==> config.mk <==
export PLATFORM = sky130hd
export DESIGN_NAME = dsp_p_serializer
export DESIGN_NICKNAME = d
export VERILOG_FILES = /design/src/rtl/dsp_p_serializer.sv
export SDC_FILE = /design/constraint.sdc
export NUM_CORES = 1
export LEC_CHECK = 0
export ABC_CLOCK_PERIOD_IN_PS = 2800
export CAP_MARGIN = 20
export CORE_MARGIN = 3
export CORE_UTILIZATION = 52
export DETAILED_ROUTE_END_ITERATION = 10
export GPL_TIMING_DRIVEN = 0
export PLACE_DENSITY = 0.85
export SLEW_MARGIN = 10
export SYNTH_ARGS = -nofsm -noshare
export SYNTH_HDL_FRONTEND = slang
export SYNTH_SLANG_ARGS = --single-unit
==> constraint.sdc <==
create_clock -name CLK -period 2.8 [get_ports CLK]
set_clock_uncertainty 0.1 [all_clocks]
set_input_delay 0.28 -clock CLK [delete_from_list [all_inputs] [get_ports CLK]]
set_output_delay 0.28 -clock CLK [all_outputs]
set_load 0.005 [all_outputs]
==> src/rtl/dsp_p_serializer.sv <==
// Serializes WIDTH-bit DSP P words into N = WIDTH/SLICE beats through a 2-entry word FIFO.
// Define DSP_SER_MSB_FIRST_EN to send the most-significant slice first; the default is LSB first.
module dsp_p_serializer #(
  parameter int WIDTH = 48,
  parameter int SLICE = 16
) (
  input  logic             CLK,
  input  logic             RST_N,
  input  logic             CEN,
  input  logic [WIDTH-1:0] P_IN,
  input  logic             P_VLD,
  output logic             P_RDY,
  output logic [SLICE-1:0] DOUT,
  output logic             DOUT_VLD,
  input  logic             DOUT_RDY,
  output logic             DOUT_LAST,
  output logic             BUSY
);

  localparam int N  = WIDTH / SLICE;
  localparam int BW = $clog2(N);

  typedef enum logic {IDLE, SHIFT} state_e;

  state_e           state_q, state_d;
  logic [WIDTH-1:0] mem_q [2];
  logic             wr_ptr_q, wr_ptr_d;
  logic             rd_ptr_q, rd_ptr_d;
  logic [1:0]       count_q, count_d;
  logic [BW-1:0]    beat_q, beat_d;

  logic             empty, full;
  logic             push, beat_xfer, pop, at_last;
  logic [WIDTH-1:0] head;
  logic [BW-1:0]    slice_idx;

  // State register and FIFO bookkeeping.
  // NOTE: sequential state uses non-blocking assignments so every flop samples pre-edge values.
  always_ff @(posedge CLK or negedge RST_N) begin
    if (!RST_N) begin
      state_q  <= IDLE;
      wr_ptr_q <= 1'b0;
      rd_ptr_q <= 1'b0;
      count_q  <= 2'd0;
      beat_q   <= '0;
    end else begin
      state_q  <= state_d;
      wr_ptr_q <= wr_ptr_d;
      rd_ptr_q <= rd_ptr_d;
      count_q  <= count_d;
      beat_q   <= beat_d;
    end
  end

  // NOTE: word storage is not reset; DOUT is forced to 0 whenever the FIFO is empty instead.
  always_ff @(posedge CLK) begin
    if (push) mem_q[wr_ptr_q] <= P_IN;
  end

  // Handshake decode and counter updates. A full FIFO never takes a push, even while popping,
  // which keeps P_RDY free of any path from DOUT_RDY.
  always_comb begin
    empty     = (state_q == IDLE);
    full      = (count_q == 2'd2);
    push      = P_VLD && P_RDY;
    beat_xfer = DOUT_VLD && DOUT_RDY;
    at_last   = (beat_q == BW'(N - 1));
    pop       = beat_xfer && at_last;
    count_d   = count_q + {1'b0, push} - {1'b0, pop};
    wr_ptr_d  = wr_ptr_q ^ push;
    rd_ptr_d  = rd_ptr_q ^ pop;
    beat_d    = beat_q;
    if (beat_xfer) beat_d = at_last ? '0 : beat_q + BW'(1);
  end

  // NOTE: every comb output gets a default first so no latch is inferred.
  always_comb begin
    state_d = state_q;
    case (state_q)
      IDLE:    if (push) state_d = SHIFT;
      SHIFT:   if (count_d == 2'd0) state_d = IDLE;
      default: state_d = IDLE;
    endcase
  end

  always_comb begin
    head = mem_q[rd_ptr_q];
`ifdef DSP_SER_MSB_FIRST_EN
    slice_idx = BW'(N - 1) - beat_q;
`else
    slice_idx = beat_q;
`endif
    P_RDY     = CEN && !full && RST_N;
    DOUT_VLD  = CEN && !empty;
    DOUT_LAST = DOUT_VLD && at_last;
    BUSY      = !empty;
    DOUT      = empty ? '0 : head[SLICE*int'(slice_idx) +: SLICE];
  end

endmodule

==> out/qor.yml, run 1 <==
run_status:
  status: "finished clean"
detailed_routing:
  post_drt_via_cell_ratio: 5.35
  drt_wl_total_um: 7570
  firstDrtPassIters: 4
  drc: 0
  num_vias: 2188
  postRouteAntennaNets: 0
  routedWlPerCell_um: 18.5
  drtIter0Drc: 132
floorplan:
  placementRows: 31
  core_area_sq_um: 7450
  dieWidth_um: 94.9
  die_h_um: 94.9
  die_area_sq_um: 9010
  io_pins: 73
  start_util: 0.552
sta:
  finalCritPeriodShare: 0.906
  maxSlewHeadroom: 0.564
  worstMarginPinSlew_ns: 0.654
  hold_ws_ns: 0.105
  drv_slew: 0
  fmax_ghz: 0.394
  finalHoldViolCount: 0
  setup_viol: 0
  rsz0062_at_grt: "no"
  fin_crit_ns: 2.54
layout:
  final_cell_count_no_fill: 409
  area_growth_pct: 26.8
  drive_gt1_frac: 0.103
  regArea_sq_um: 3060
  diodes: 0
  design_area_sq_um: 5220
  layout_common_cells: "96 x edfxtp_1, 72 x clkdlybuf4s50_1, 48 x mux2i_1"
  layout_commonest_cell: "edfxtp_1"
  multi_input_area_sq_um: 931
  finalNetCount: 362
  postLayoutCoreUtil: 0.700
  fillCellCount: 467
critical_path:
  cp-start-kind: "register"
  path_class: "register to output port"
  slowest_delay_ns: 0.54
  crit_slowest_cell: "clkdlybuf4s50_1"
  path_delay_family: "buffers and inverters"
  cp.required_ns: 2.42
  end_kind: "output port"
  cp_max_fo: 10
  crit_buf_inv: 2
  cp.arrival_ns: 2.16
  path_cells: "nor2_1, nand2_2, buf_2, o21ai_1, clkdlybuf4s50_1"
clocking:
  clkTransAtPathRegs_ns: 0.09
  cts_max_level: 3
  worstSkewPairLatency_ns: 0.36
  cts_hold_buffers: 0
  cts_tree: "done"
  post-cts-setup-buffers: 0
  cts_buffer_depth: 2
  post_cts_resize_count: 0
  clockRootBuffer: "clkbuf_8"
  clkSinkCount: 103
  cts_buffers: 9
yosys:
  yosysWarnings: 0
  synth_seq_cells: 103
  synthesis.area_sq_um: 4110
  syn-mean-instance-area_sq_um: 18.7
  synth_cell_type_count: 26
  syn_inst: 220
  seq_area_frac_synth: 0.743
  synth_nets: 277
global_routing:
  antenna_found_initial: 0
  grt_max_degree: 26
  overflow: 0
  grt_use_total: 0.181
  grt_pass1_vias: 2311
  grt_pass1_wl_um: 11800
placement:
  portBuffers: 72
  placed_cell_area_sq_um: 5000
  dp_hpwl_um: 5130
  place_inst: 393
  gp_congestion: 0.710
power_and_ir_drop:
  p_seq_frac: 0.470
  internal_power_mw: 2.97
  power_switching_mw: 1.07
  power_density_nw_per_um2: 775
  p_clk_frac: 0.242
  power_leakage_nw: 1.78
  p_comb_frac: 0.288
  p_total_mw: 4.04
  max-vdd-ir-drop_v: 0.000569
  sw_frac_of_total: 0.265
worst_hold_path:
  worstHoldPathType: "input port to asynchronous set/reset pin"
run:
  drv_cap: 0
cell families after synthesis:
| group | share of synthesized area |
|---|---|
| flops | 0.743 |
| mux | 0.120 |
| compound gates | 0.0617 |
| buf+inv | 0.0316 |
| simple gates | 0.0219 |
| fa+ha+maj | 0.0122 |
| xor+xnor | 0.00973 |
synth_stat cells:
cell type | n | share of area
and2_1 | 1 | 0.0015
and2_4 | 1 | 0.0021
and4b_1 | 1 | 0.0024
buf_12 | 1 | 0.0049
buf_2 | 1 | 0.0012
buf_4 | 1 | 0.0018
buf_6 | 7 | 0.019
dfrtp_1 | 7 | 0.043
edfxtp_1 | 96 | 0.70
ha_1 | 4 | 0.012
inv_1 | 5 | 0.0046
mux2_1 | 1 | 0.0027
mux2i_1 | 48 | 0.12
nand2_1 | 1 | 0.00091
nand2_2 | 1 | 0.0015
nand2b_1 | 1 | 0.0015
nand3_1 | 1 | 0.0012
nand3b_4 | 2 | 0.0097
nor2_1 | 1 | 0.00091
o2111ai_1 | 1 | 0.0021
o211a_1 | 1 | 0.0024
o21ai_0 | 1 | 0.0012
o21ai_1 | 18 | 0.022
o22a_1 | 16 | 0.034
xor2_2 | 1 | 0.0040
xor3_1 | 1 | 0.0058
sequential cells by signal, indices dropped and copies added, names as in the netlist:
register  count
rd_ptr_q      1
mem_q        96
beat_q        2
wr_ptr_q      1
count_q       2
BUSY          1
worst paths after layout:
kind	cells after the start	end	from	slack, ns
min	1	beat_q[1]	RST_N	0.11
min in group CLK	1	mem_q[1][10]	P_IN[10]	0.39
max	5	DOUT[6]	beat_q[0]	0.26
max reg2reg	5	mem_q[1][45]	count_q[1]	0.72
max in group asynchronous	1	rd_ptr_q	RST_N	2.21
min reg2reg	1	count_q[0]	count_q[0]	0.51
layout make-up:
class / instances / share of cell area
Buffer: 10 / 0.0214
Clock buffer: 10 / 0.0245
Clock inverter: 6 / 0.0161
Inverter: 5 / 0.00360
Multi-Input combinational cell: 102 / 0.179
Sequential cell: 103 / 0.586
Tap cell: 99 / 0.0238
Timing Repair Buffer: 74 / 0.146
routing by layer:
metal / global-route usage / up-vias / wire [um]
met3: 0.0367 / 11 / 391
met2: 0.306 / 66 / 3970
met1: 0.226 / 1078 / 3040
li1: - / 1033 / -
met5: 0 / - / 0
met4: 0.0769 / 0 / 164
power by group through the flow:
stage | logic [mW] | registers [mW] | clock network (mW)
floorplan | 0.686 | 1.92 | 0
global placement | 1.13 | 1.93 | 0
CTS | 1.18 | 1.90 | 0.993
finish | 1.16 | 1.90 | 0.977
detailed placement | 1.17 | 1.94 | 0
global route | 1.26 | 1.91 | 1.06
through the flow:
stage	setup WS (ns)	setup TNS [ns]
3_5_place_dp	0.0623	0
5_1_grt	0.118	0
2_1_floorplan	0.430	0
6_report	0.265	0
3_3_place_gp	-0.880	-84.16
4_1_cts	0.244	0
worst reg2reg max path: stages (launching register included):
cell and delay, ns:
dfrtp_1 0.39, inv_1 0.08, o2111ai_1 0.17, inv_1 0.14, ha_2 0.62, buf_12 0.27
(Power assumes the default switching activity.)
==> run 2: changes to the inputs <==
- CORE_UTILIZATION: 52 -> 55
- CTS_CLUSTER_SIZE: not set -> 12
- DONT_BUFFER_PORTS: not set -> 1
- PLACE_DENSITY: 0.85 -> 0.76
==> run 2 against run 1 <==
  * Register-to-register slack worse by 0.03 ns
  * Clock-buffer cell count down 1
  * Global-route usage up 0.91 points
  * Via count down 3.0%
  * Die area down 5.1%
  * Sequential share of layout area up 2.6 points
  * Final area down 4.3%
  * Critical path type is now register to register
  * Highest routed layer unchanged
==> out/qor.yml, run 2 (synthesis gave the netlist of run 1 again) <==
detailed_routing:
  drt_wl_total_um: 7720
  post_drt_via_cell_ratio: 5.54
  num_vias: 2123
  postRouteAntennaNets: 0
  drtIter0Drc: 110
  firstDrtPassIters: 4
  drc: 0
  routedWlPerCell_um: 20.2
layout:
  area_growth_pct: 21.3
  top_register: "mem_q"
  top_regs: "mem_q: 96 flops, beat_q: 2 flops, count_q: 2 flops"
  largest_register_ffs: 96
  drive_gt1_frac: 0.122
  finalNetCount: 339
  design_area_sq_um: 4990
  layout_common_cells: "96 x edfxtp_1, 49 x dlygate4sd3_1, 48 x mux2i_1"
  layout_commonest_cell: "edfxtp_1"
  diodes: 0
placement:
  placed_cell_area_sq_um: 4280
  dp_hpwl_um: 4620
  gp_congestion: 0.715
  portBuffers: 0
  pre_cts_slack_ns: 0.693
floorplan:
  core_area_sq_um: 7020
  placementRows: 30
  die_area_sq_um: 8550
  die_h_um: 92.5
  io_pins: 73
  dieWidth_um: 92.5
  start_util: 0.586
sta:
  setup_viol: 0
  drv_slew: 0
  finalHoldViolCount: 0
  fin_crit_ns: 2.11
  hold_ws_ns: 0.0492
  setup_slack_ns: 0.687
  maxSlewHeadroom: 0.555
  finalCritPeriodShare: 0.755
  worstMarginPinSlew_ns: 0.667
  fmax_ghz: 0.473
  setup-tns-final_ns: 0
  rsz0062_at_grt: "no"
critical_path:
  cp-endpoint: "BUSY"
  path_cells: "buf_4, and4b_1, and2_4, ha_1, inv_1, ha_1, xor3_1, o21ai_1, o21ai_1"
  cp.arrival_ns: 2.25
  crit_slowest_cell: "dfrtp_1"
  slowest_delay_ns: 0.41
  r2r_start: "BUSY"
  cp_max_fo: 8
  worstRegToRegCells: 9
  r2r-end: "BUSY"
  cp-start-kind: "register"
  end_kind: "register"
  path_class: "register to register"
  r2r_slack_ns: 0.69
  cp-startpoint: "BUSY"
  cp.required_ns: 2.94
global_routing:
  grt_use_total: 0.190
  grt_pass1_vias: 2263
  grt_pass1_wl_um: 12000
  grt_max_degree: 26
  overflow: 0
  antenna_found_initial: 0
worst_hold_path:
  worstHoldPathType: "input port to register"
  holdPathStages: 2
power_and_ir_drop:
  power_density_nw_per_um2: 770
  power_leakage_nw: 1.72
  max-vdd-ir-drop_v: 0.000466
clocking:
  worstSkewPairLatency_ns: 0.35
  clkTransAtPathRegs_ns: 0.10
  cts_max_level: 3
  clkSinkCount: 103
  cts_buffer_depth: 2
  cts_buffers: 9
  clockRootBuffer: "clkbuf_8"
  post_cts_resize_count: 0
  cts_tree: "done"
run_status:
  status: "finished clean"
run:
  drv_cap: 0
-- run 2: changes by cell type in the layout (fill, tap and decap cells not counted), sizes merged --
cell,change
clkbuf,-1
dlygate4sd3,+49
clkinv,+1
clkdlybuf4s50,-72
inv,-1
clkinvlp,+1
-- run 2: how the worst min path moves through the flow --
stage	start	end	slack [ns]
after global placement	RST_N	beat_q[1]	-0.12
after CTS	P_VLD	BUSY	0.04
final	DOUT_RDY	rd_ptr_q	0.05
after global routing	DOUT_RDY	rd_ptr_q	0.05
after detailed placement	RST_N	beat_q[1]	-0.12
after floorplan	RST_N	BUSY	-0.12
-- run 2: routing by layer --
metal / vias up / GRT usage / routed length [um]
li1: 993 / - / -
met1: 1068 / 0.240 / 3260
met2: 53 / 0.320 / 4000
met3: 9 / 0.0366 / 327
met4: 0 / 0.0829 / 127
met5: - / 0 / 0
-- run 2: critical path, delay by kind of cell, from the launching register on --
family	cells	cell delay (ns)
fa+ha+maj	2	0.42
compound gates	2	0.19
simple gates	2	0.42
flops	1	0.41
buf+inv	2	0.23
xor+xnor	1	0.22
-- run 2: layout make-up --
type	count	area, sq um
clock buffer	9	124
multi-input combinational	102	931
inverter	5	18.8
clock inverter	7	97.6
fill	475	2030
sequential	103	3060
timing repair buffer	51	531
tap	96	120
buffer	10	111
-- run 2: repair_timing --
action | in CTS | in global routing
hold buffers | 49 | 0
hold endpoints to repair | 103 | 0
setup buffers | 0 | 0
-- run 2: power breakdown --
group / internal [mW] / switching [mW]
logic: 0.438 / 0.497
clock network: 0.505 / 0.505
registers: 1.83 / 0.0681
-- run 2: metrics by stage --
stage	cells	utilization	total power, mW
after floorplan	220	-	2.61
after global placement	316	0.603	2.79
after detailed placement	318	0.610	2.82
after CTS	383	0.711	3.87
after global routing	383	0.711	4.02
final	383	0.711	3.84
==> run 3: changes to the inputs <==
- ABC_CLOCK_PERIOD_IN_PS: 2800 -> 1900
- PLACE_DENSITY: 0.76 -> 0.79
- clock period: 2.8 -> 1.9 ns (I/O delays scaled with it)
==> run 3 against run 2 <==
  * The run now ends with setup timing left
  * Clock-buffer cell count increased by 1
  * Core utilization increased by 3.0 points
  * First-iteration DRC count increased by 40%
  * Critical path depth unchanged
  * Wire length increased by 4.6%
  * Sequential power increased by 48%
  * Sequential cell count unchanged
  * Highest routed layer unchanged
==> out/qor.yml, run 3 (synthesis gave the netlist of run 1 again) <==
run_status:
  status: "finished, violations left"
  violations: "setup timing"
sta:
  drv_slew: 0
  rsz0062_at_grt: "yes"
  setup_viol: 14
  worstMarginPinSlew_ns: 0.342
  finalHoldViolCount: 0
  finalCritPeriodShare: 1.06
  setup_slack_ns: -0.110
  hold_ws_ns: 0.0544
  fmax_ghz: 0.498
  setup-tns-final_ns: -0.259
  fin_crit_ns: 2.01
  maxSlewHeadroom: 0.771
floorplan:
  placementRows: 30
  dieWidth_um: 92.5
  die_h_um: 92.5
  start_util: 0.586
  die_area_sq_um: 8550
  core_area_sq_um: 7020
  io_pins: 73
global_routing:
  grt_pass1_wl_um: 12300
  grt_max_degree: 29
  grt_use_total: 0.195
  overflow: 0
  grt_pass1_vias: 2385
  antenna_found_initial: 0
power_and_ir_drop:
  p_total_mw: 5.86
  power_density_nw_per_um2: 1130
  p_clk_frac: 0.247
  internal_power_mw: 4.23
  power_switching_mw: 1.63
  p_seq_frac: 0.482
  max-vdd-ir-drop_v: 0.000704
  power_leakage_nw: 1.79
  sw_frac_of_total: 0.278
  p_comb_frac: 0.271
layout:
  multi_input_area_sq_um: 1010
  layout_commonest_cell: "edfxtp_1"
  layout_common_cells: "96 x edfxtp_1, 53 x dlygate4sd3_1, 48 x mux2i_1"
  top_register: "mem_q"
  diodes: 0
  regArea_sq_um: 3060
  top_regs: "mem_q: 96 flops, beat_q: 2 flops, count_q: 2 flops"
  drive_gt1_frac: 0.196
  final_cell_count_no_fill: 397
  finalNetCount: 354
  area_growth_pct: 26.4
  fillCellCount: 437
  largest_register_ffs: 96
clocking:
  clkTransAtPathRegs_ns: 0.10
  cts_tree: "done"
  cts_buffers: 9
  worstSkewPairLatency_ns: 0.36
  cts_max_level: 3
  clockRootBuffer: "clkbuf_8"
  clkSinkCount: 103
  cts_buffer_depth: 2
critical_path:
  crit_buf_inv: 2
  cp_max_fo: 2
  path_class: "register to register"
  path_delay_family: "flip-flops"
  crit_slowest_cell: "dfrtp_1"
  path_cells: "buf_6, and4b_1, and2_4, ha_4, inv_2, ha_4, xor3_1, o21ai_1, o21ai_1"
  cp.required_ns: 2.05
  worstRegToRegCells: 9
  slowest_delay_ns: 0.42
  cp.arrival_ns: 2.16
  cp-start-kind: "register"
  end_kind: "register"
  cp_num_cells: 9
worst_hold_path:
  worstHoldPathType: "input port to asynchronous set/reset pin"
detailed_routing:
  routedWlPerCell_um: 20.3
  drtIter0Drc: 154
  post_drt_via_cell_ratio: 5.46
  drt_wl_total_um: 8070
  postRouteAntennaNets: 0
  firstDrtPassIters: 4
  drc: 0
  num_vias: 2169
placement:
  portBuffers: 0
  dp_hpwl_um: 4510
  gp_congestion: 0.734
  place_inst: 318
  pre_cts_slack_ns: -0.207
run:
  drv_cap: 0
run 3: changes by cell type in the layout (fill, tap and decap cells not counted), sizes merged:
cell	delta
clkbuf	+1
buf	+11
dlygate4sd3	+4
clkinv	-2
run 3: area by class of cell:
type / instances / share of cell area
Timing Repair Buffer: 66 / 0.126
Sequential cell: 103 / 0.588
Tap cell: 96 / 0.0231
Multi-Input combinational cell: 102 / 0.195
Buffer: 10 / 0.0241
Clock buffer: 10 / 0.0245
Clock inverter: 5 / 0.0161
Inverter: 5 / 0.00361
run 3: what timing repair did:
item | 4_1_cts | 5_1_grt
endpoints found under the hold margin | 106 | 1
gates resized for setup | 10 | 11
endpoints found under the setup margin | 68 | 75
buffers inserted | 3 | 8
hold buffers | 53 | 1
pin swaps | 0 | 2
run 3: path summary, 6_finish.rpt:
path / start / slack (ns) / end
setup / recovery: BUSY / -0.11 / BUSY
hold / removal: RST_N / 0.05 / count_q[0]
setup reg to reg: BUSY / -0.11 / BUSY
hold reg to reg: beat_q[1] / 0.49 / beat_q[1]
max in group asynchronous: RST_N / 1.38 / beat_q[1]
min in group CLK: DOUT_RDY / 0.08 / rd_ptr_q
run 3: layer usage:
layer,vias up,share of wire,global-route usage
li1,1020,-,-
met1,1081,0.40,0.220
met2,58,0.54,0.360
met3,10,0.045,0.0504
met4,0,0.014,0.0644
met5,-,0,0
run 3: power by group through the flow:
stage	Clock [mW]	Combinational [mW]	Sequential (mW)
final	1.45	1.59	2.82
after global placement	0	1.26	2.86
after global routing	1.58	1.72	2.85
after CTS	1.48	1.48	2.81
after detailed placement	0	1.30	2.85
after floorplan	0	1.02	2.84
run 3: per-stage QoR:
stage               area, sq um   util
floorplan                  4120      -
global placement           4240  0.604
detailed placement         4280  0.610
CTS                        5090  0.725
global route               5200  0.741
finish                     5200  0.741
